### src/rtl/game_round_fsm.sv
// game_round_fsm: timed multi-round game controller.
// The player must land WIN_COUNT hits; every round allows TIME_LIMIT ticks.
// Produces per-digit codes for the shared seven-segment decoder/mux plus
// victory/loss flags. Digit codes: 0..9 decimal, 5'h10 dash, 5'h1F blank.
module game_round_fsm #(
  parameter int NUM_DIGITS = 4,
  parameter int WIN_COUNT  = 4,
  parameter int TIME_LIMIT = 9,
  parameter int CNT_W      = 4
) (
  input  logic                    clk,
  input  logic                    reset_n,
  input  logic                    start,
  input  logic                    hit,
  input  logic                    tick,
  output logic [5*NUM_DIGITS-1:0] bits,
  output logic                    victoryflag,
  output logic                    lossflag,
  output logic [CNT_W-1:0]        game_counter
);

  localparam int DIG_W = 5;
  localparam int BUS_W = DIG_W * NUM_DIGITS;

  localparam logic [DIG_W-1:0] CODE_DASH  = 5'h10;
  localparam logic [DIG_W-1:0] CODE_BLANK = 5'h1F;
  localparam logic [DIG_W-1:0] CODE_ZERO  = 5'h00;

  localparam logic [CNT_W-1:0] WIN_CNT   = CNT_W'(WIN_COUNT);
  localparam logic [3:0]       TIME_LOAD = 4'(TIME_LIMIT);

  typedef enum logic [1:0] {
    IDLE = 2'd0,
    PLAY = 2'd1,
    WIN  = 2'd2,
    LOSE = 2'd3
  } state_t;

  // Builds a full display word from leftmost / middle / rightmost codes.
  function automatic logic [BUS_W-1:0] make_pattern(
    input logic [DIG_W-1:0] left,
    input logic [DIG_W-1:0] mid,
    input logic [DIG_W-1:0] right
  );
    logic [BUS_W-1:0] word;
    word = '0;
    for (int d = 0; d < NUM_DIGITS; d++) begin
      if (d == NUM_DIGITS - 1)
        word[d*DIG_W +: DIG_W] = left;
      else if (d == 0)
        word[d*DIG_W +: DIG_W] = right;
      else
        word[d*DIG_W +: DIG_W] = mid;
    end
    return word;
  endfunction

  localparam logic [BUS_W-1:0] IDLE_BITS = make_pattern(CODE_BLANK, CODE_DASH, CODE_BLANK);

  // Registered state
  state_t           state_reg;
  logic [CNT_W-1:0] count_reg;
  logic [3:0]       timer_reg;
  logic             blink_reg;
  logic             victory_reg;
  logic             loss_reg;
  logic [BUS_W-1:0] bits_reg;

  // Next-state values
  state_t           state_next;
  logic [CNT_W-1:0] count_next;
  logic [3:0]       timer_next;
  logic             blink_next;

  logic [CNT_W-1:0] count_inc;
  logic [CNT_W-1:0] remaining;

  assign count_inc = count_reg + 1'b1;
  assign remaining = WIN_CNT - count_reg;

  // Next-state and counter update; hit takes priority over tick in PLAY
  always_comb begin
    state_next = state_reg;
    count_next = count_reg;
    timer_next = timer_reg;
    blink_next = blink_reg;
    case (state_reg)
      IDLE: begin
        if (start) begin
          state_next = PLAY;
          count_next = '0;
          timer_next = TIME_LOAD;
          blink_next = 1'b0;
        end
      end
      PLAY: begin
        if (hit) begin
          // Saturate: the counter never passes WIN_COUNT
          if (count_reg < WIN_CNT) begin
            count_next = count_inc;
            if (count_inc == WIN_CNT)
              state_next = WIN;
          end
          timer_next = TIME_LOAD;
        end else if (tick) begin
          if (timer_reg != 4'd0)
            timer_next = timer_reg - 1'b1;
          else
            state_next = LOSE;
        end
      end
      WIN: begin
        if (start) begin
          state_next = PLAY;
          count_next = '0;
          timer_next = TIME_LOAD;
          blink_next = 1'b0;
        end
      end
      LOSE: begin
        if (start) begin
          state_next = PLAY;
          count_next = '0;
          timer_next = TIME_LOAD;
          blink_next = 1'b0;
        end else if (tick) begin
          blink_next = ~blink_reg;
        end
      end
      default: begin
        state_next = IDLE;
        count_next = '0;
        timer_next = TIME_LOAD;
        blink_next = 1'b0;
      end
    endcase
  end

  // FSM register; flags decode the incoming state so they move with it
  always_ff @(posedge clk or negedge reset_n) begin
    if (!reset_n) begin
      state_reg   <= IDLE;
      count_reg   <= '0;
      timer_reg   <= TIME_LOAD;
      blink_reg   <= 1'b0;
      victory_reg <= 1'b0;
      loss_reg    <= 1'b0;
    end else begin
      state_reg   <= state_next;
      count_reg   <= count_next;
      timer_reg   <= timer_next;
      blink_reg   <= blink_next;
      victory_reg <= (state_next == WIN);
      loss_reg    <= (state_next == LOSE);
    end
  end

  // Display field selection from the current (registered) state
  logic [DIG_W-1:0] left_code;
  logic [DIG_W-1:0] mid_code;
  logic [DIG_W-1:0] right_code;
  logic             all_blank;
  logic [BUS_W-1:0] bits_next;

  // Choose leftmost / middle / rightmost codes for each state
  always_comb begin
    left_code  = CODE_BLANK;
    mid_code   = CODE_DASH;
    right_code = CODE_BLANK;
    all_blank  = 1'b0;
    case (state_reg)
      IDLE: begin
        left_code  = CODE_BLANK;
        right_code = CODE_BLANK;
      end
      PLAY: begin
        left_code  = DIG_W'(remaining);
        right_code = {1'b0, timer_reg};
      end
      WIN: begin
        left_code  = CODE_ZERO;
        right_code = CODE_BLANK;
      end
      LOSE: begin
        if (blink_reg) begin
          all_blank = 1'b1;
        end else begin
          left_code  = DIG_W'(remaining);
          right_code = CODE_ZERO;
        end
      end
      default: begin
        all_blank = 1'b1;
      end
    endcase
  end

  // Per-digit placement; with two digits there is no middle field
  generate
    for (genvar gi = 0; gi < NUM_DIGITS; gi++) begin : g_digit
      if (gi == NUM_DIGITS - 1) begin : g_left
        assign bits_next[gi*DIG_W +: DIG_W] = all_blank ? CODE_BLANK : left_code;
      end else if (gi == 0) begin : g_right
        assign bits_next[gi*DIG_W +: DIG_W] = all_blank ? CODE_BLANK : right_code;
      end else begin : g_mid
        assign bits_next[gi*DIG_W +: DIG_W] = all_blank ? CODE_BLANK : mid_code;
      end
    end
  endgenerate

  // Display register: trails the state by one cycle
  always_ff @(posedge clk or negedge reset_n) begin
    if (!reset_n)
      bits_reg <= IDLE_BITS;
    else
      bits_reg <= bits_next;
  end

  assign bits         = bits_reg;
  assign victoryflag  = victory_reg;
  assign lossflag     = loss_reg;
  assign game_counter = count_reg;

endmodule

### config.mk
export PLATFORM = sky130hd
export DESIGN_NAME = game_round_fsm
export DESIGN_NICKNAME = d
export VERILOG_FILES = /design/src/rtl/game_round_fsm.sv
export SDC_FILE = /design/constraint.sdc
export NUM_CORES = 1
export LEC_CHECK = 0
export CORE_UTILIZATION = 29
export CTS_BUF_LIST = sky130_fd_sc_hd__clkbuf_4 sky130_fd_sc_hd__clkbuf_8 sky130_fd_sc_hd__clkbuf_16
export CTS_CLUSTER_DIAMETER = 80
export CTS_CLUSTER_SIZE = 30
export DETAILED_ROUTE_END_ITERATION = 10
export PLACE_DENSITY_LB_ADDON = 0.1
export SYNTH_ARGS = -nofsm -noshare
export SYNTH_HDL_FRONTEND = slang
export SYNTH_SLANG_ARGS = --single-unit
### constraint.sdc
create_clock -name clk -period 3.2 [get_ports clk]
set_input_delay 0.64 -clock clk [delete_from_list [all_inputs] [get_ports clk]]
set_output_delay 0.64 -clock clk [all_outputs]
set_load 0.02 [all_outputs]
# == Word level (Yosys, flattened, before mapping) ==
# Index checks and enable logic that the tools add are counted.
# word_totals
romBits,0
mem_count,0
ram_bits,0
latch_bits,0
reg_bits,33
# classes
muxes,29
n_eq_ne,13
addsub,3
n_bitwise,1
reduce_logical,8
shift,0
n_mul,0
n_lt_le_gt_ge,1
n_div,0
# ops
cell,count
$mux 4,8
$mux 5,4
$pmux 5 s4,1
$pmux 4 s2,2
$pmux 5 s3,1
$mux 2,6
$ne 3x3->1 const B,3
$reduce_and 3->1,3
$eq 2x2->1 const B,4
$mux 1,5
$add 4x1->4 const B,1
$eq 4x3->1 const B,1
$lt 4x3->1 const B,1
$ne 2x1->1 const B,2
$ne 2x2->1 const B,2
$pmux 2 s2,1
$reduce_bool 4->1,1
$sub 3x4->4 const A,1
$sub 4x1->4 const B,1
$reduce_or 3->1,1
$eq 2x1->1 const B,1
$logic_not 2->1,1
$pmux 1 s2,1
$reduce_bool 2->1,1
other kinds (2),2

# == Logic depth before layout (Yosys ltp) ==
# depth
depth_word,7
depth_mapped,5

# == Worst setup path after synthesis ==
# OpenSTA, ideal clock, no wires.
# synth_timing
path_type,reg-to-reg
from,register timer_reg[0]
to,register state_reg[1]
slack_ns,1.801
t_arrival_ns,1.271
setup_ns,0.127
path_stages_with_launch,6
path_buffers,0
path_cell_list,dfstp_2 inv_1 ha_1 nor3b_1 a32oi_1 nand2b_1
# synth_between
elab_chain_cells,5
# synth_rtl
element,line,text
start: declaration,63,logic [3:0] timer_reg;
start signal: assignment,151,timer_reg <= timer_next;
$reduce_bool 4->1,106,if (timer_reg != 4'd0)
$mux 2,106,
$mux 2,105,end else if (tick) begin
$mux 2,97,if (hit) begin
$pmux 2 s2,87,case (state_reg)
via state_next[1],70,state_t state_next;
end signal: assignment,149,state_reg <= state_next;
end: declaration,61,state_t state_reg;
# The timed path passes the listed nets, and every way through them passes these cells.
# A chain may end at the register's enable or synchronous reset.

# == Worst setup path after layout ==
# layout_timing
from,register count_reg[2] (netlist: game_counter[2])
to,output game_counter[2]
# layout_lines
element,line,text
start: declaration,62,logic [CNT_W-1:0] count_reg;
start signal: assignment,150,count_reg <= count_next;
end: declaration,19,output logic [CNT_W-1:0] game_counter
# No word-level cell between the ends.

==> summary.md <==
| Metric | Value |
|---|---|
| Routed length per instance | `11.7 um` |
| Max-slew violations | `0` |
| Die X-Extent | `66.9 um` |
| Busiest layer in global routing | `met2` |
| Number of buffers inserted during clock tree synthesis | `3` |
| Clock insertion delay at the later pin of the skew report | `260 ps` |
| Standard-cell rows | `23` |
| Number of cells traversed by the worst register-to-register path | `5` |
| Max stage delay on crit path | `650 ps` |
| Arr. time, crit path | `1380 ps` |
| Post-synth EDFFs | `0` |
| Routed wire length | `2.10 mm` |
| CP Class | `flip-flop to primary output` |
| Clock slew seen by the registers of the worst setup and hold paths | `80 ps` |
| Maximum vdd drop | `334 uV` |
| Total of hold buffers inserted after clock tree synthesis | `0` |
| Largest delay contributor family on the critical path | `buffers and inverters` |
| Highest net fanout along the worst path | `6` |
| Layout fillers | `411` |
| Yosys reg bits | `24` |
| Global-route wire length before repair | `3.76 mm` |
| Hold Fails Final Rpt | `0` |
| Postcts setup bufs | `0` |
| Top cells by area in the synthesized netlist | `sky130_fd_sc_hd__dfstp_2, sky130_fd_sc_hd__dfrtp_1, sky130_fd_sc_hd__buf_4, sky130_fd_sc_hd__ha_1, sky130_fd_sc_hd__a21o_1` |
| Number of instances resized during post-cts repair | `0` |
| Transition time at the pin with the least slew margin | `817 ps` |
| Largest net degree at the start of global routing | `19` |
| Setup slack after placement | `1210 ps` |
| Routing usage on met3 | `0.0223` |
| Tightest Hold Check Type | `flip-flop to flip-flop` |
| Deepest level of the CTS H-tree | `1` |
| CTS tree | `yes` |
| Area of combinational cells with multiple inputs | `490 um2` |
| Minimum clock period | `2020 ps` |
| Final global-route overflow total | `0` |
| Number of remaining DRC errors | `0` |
| Core footprint | `4030 um2` |
| Setup Skew | `7.80 ps` |
| Antenna violation net count after detailed routing | `0` |
| Max reg flops | `11` |
| Die Outline Area | `4480 um2` |
| Post-synthesis cell type count | `38` |
| Synth Area per Inst | `11.6 um2` |
| Number of cells on the worst hold path | `2` |
| Result of the run | `finished clean` |
| Slowest library cell on the worst path | `sky130_fd_sc_hd__clkdlybuf4s50_1` |
| Worst slew slack as a fraction of its limit | `0.454` |
| Synthesized cell area | `1220 um2` |
| Cell chosen for the clock root | `sky130_fd_sc_hd__clkbuf_8` |
| Async S/R FF share, synth | `1.00` |
| Total global routing track utilization | `0.113` |
| Longest Clk Path Bufs | `2` |
| Worst-path cell chain | `clkdlybuf4s50_1` |
| Worst-case setup margin in the final layout | `1180 ps` |
| Kind of end point of the critical path | `primary output` |
| Syn. warnings | `0` |
| Timing-limited maximum frequency | `494 MHz` |
| Required time at the worst-slack endpoint | `2560 ps` |
| Number of failing setup endpoints in the final timing report | `0` |
| Number of antenna diodes | `0` |
| Leakage power | `0.694 nW` |
| Met2 Track Usage GR | `0.178` |
| Number of antenna violations at the first check in global routing | `0` |
| Initial core utilization | `0.303` |
| Final layout net count | `139` |
| Pwr dens | `954 nW/um2` |
| Most common flop cell mapped by yosys | `sky130_fd_sc_hd__dfstp_2` |
| Number of maximum-capacitance violations | `0` |
| Area share of the largest cell type after synthesis | `0.258` |
| Synthesized netlist cell count | `105` |
| Routability-driven placement congestion ratio | `0.737` |
| Vias/cell | `4.50` |
| Sink Count | `24` |
| Layout cells sized above 1 | `0.217` |
| Area used by sequential logic in the layout | `616 um2` |
| Ratio of final minimum period to clock period | `0.632` |
| Category of the worst setup path launch point | `flip-flop` |
| Fraction of the yosys area taken by sequential cells | `0.504` |
| Layout area overhead | `27.0%` |
| Vias in the first global route | `819` |
| Unrepaired setup endpoints after global routing | `no` |
| Post-synthesis cell type with the largest combined area | `sky130_fd_sc_hd__dfstp_2` |
| Buffers plus inverters on the worst setup path | `1` |
| Count of cell instances traversed by the critical path | `1` |
| Detailed-router iteration count before antenna repair | `4` |
| DP Wirelength | `1.59 mm` |
| DR iter-0 viols | `18` |
| Top Ports | `31` |
| Port buffer count | `28` |
| Fin Setup TNS | `0 ps` |
| Met1 track demand over resource | `0.147` |
| Die outline height | `66.9 um` |
| Vias | `805` |
==> cells in the final DEF (no fill, tap or decap), types with 2 or more instances in the layout <==
| master | count |
|---|---|
| sky130_fd_sc_hd__clkbuf_8 | 4 |
| sky130_fd_sc_hd__conb_1 | 2 |
| sky130_fd_sc_hd__mux2i_1 | 2 |
| sky130_fd_sc_hd__a22o_1 | 3 |
| sky130_fd_sc_hd__dfrtp_1 | 12 |
| sky130_fd_sc_hd__and2_1 | 2 |
| sky130_fd_sc_hd__a21o_1 | 5 |
| sky130_fd_sc_hd__a32o_1 | 2 |
| sky130_fd_sc_hd__o211ai_1 | 2 |
| sky130_fd_sc_hd__clkdlybuf4s50_1 | 28 |
| sky130_fd_sc_hd__nand3b_1 | 2 |
| sky130_fd_sc_hd__nand2_1 | 3 |
| sky130_fd_sc_hd__dfstp_2 | 12 |
| sky130_fd_sc_hd__nor3b_1 | 2 |
| sky130_fd_sc_hd__inv_1 | 9 |
| sky130_fd_sc_hd__nor2_1 | 5 |
| sky130_fd_sc_hd__o21ai_0 | 6 |
| sky130_fd_sc_hd__nor3_2 | 2 |
| sky130_fd_sc_hd__buf_4 | 2 |
| sky130_fd_sc_hd__ha_1 | 4 |
| sky130_fd_sc_hd__a21oi_1 | 2 |
==> layer usage <==
metal	wire, um	vias to the layer above
li1	-	398
met1	1010	383
met3	93	2
met4	25	0
met2	975	22
met5	0	-
==> power breakdown <==
part / switching [W] / total [W] / internal [W]
clock network: 0.0000900 / 0.000200 / 0.000110
registers: 0.000116 / 0.000581 / 0.000465
logic: 0.000338 / 0.000702 / 0.000364
==> final timing paths <==
check,start,endpoint,slack [ps]
max in group asynchronous,reset_n,bits[2]$_DFF_PN1_,1690
min in group asynchronous,reset_n,bits[13]$_DFF_PN0_,840
min,timer_reg[3]$_DFFE_PN1P_,bits[3]$_DFF_PN1_,530
min reg2reg,timer_reg[3]$_DFFE_PN1P_,bits[3]$_DFF_PN1_,530
max reg2reg,timer_reg[0]$_DFFE_PN1P_,state_reg[1]$_DFF_PN0_,1670
max,game_counter[2]$_DFFE_PN0P_,game_counter[2],1180
==> area by class of cell <==
type,instances,area share
flip-flops and latches,24,0.396
clock buffers,4,0.0355
inverters,9,0.0218
multi-input cells,62,0.316
well taps,50,0.0403
repair buffers,30,0.190
==> logic make-up (layout without fill, tap and decap cells) <==
family	Yosys count	after routing	share of synthesized area
buffers and inverters	20	43	0.0983
AO/OA/AOI/OAI	26	26	0.162
other	1	2	0.00307
XOR/XNOR	2	2	0.0143
multiplexers	3	3	0.0256
AND/OR/NAND/NOR	25	25	0.153
adder cells (fa/ha/maj)	4	4	0.0409
flip-flops	24	24	0.504
==> metrics by stage <==
stage / utilization / hold WS (ps) / instance area [um2] / power [W] / instances
after detailed placement: 0.372 / 519 / 1500 / 0.00130 / 175
final: 0.385 / 530 / 1550 / 0.00148 / 179
after global routing: 0.385 / 574 / 1550 / 0.00160 / 179
after global placement: 0.372 / 521 / 1500 / 0.00129 / 175
after floorplan: - / 344 / 1230 / 0.00106 / 106
after CTS: 0.385 / 533 / 1550 / 0.00151 / 179
==> cells in the mapped netlist (3+ instances only) <==
| master | instances |
|---|---|
| sky130_fd_sc_hd__dfrtp_1 | 12 |
| sky130_fd_sc_hd__ha_1 | 4 |
| sky130_fd_sc_hd__inv_1 | 9 |
| sky130_fd_sc_hd__a21o_1 | 5 |
| sky130_fd_sc_hd__nand2_1 | 3 |
| sky130_fd_sc_hd__o21ai_0 | 6 |
| sky130_fd_sc_hd__nor2_1 | 5 |
| sky130_fd_sc_hd__dfstp_2 | 12 |
| sky130_fd_sc_hd__buf_4 | 10 |
| sky130_fd_sc_hd__a22o_1 | 3 |
(Power assumes the default switching activity.)
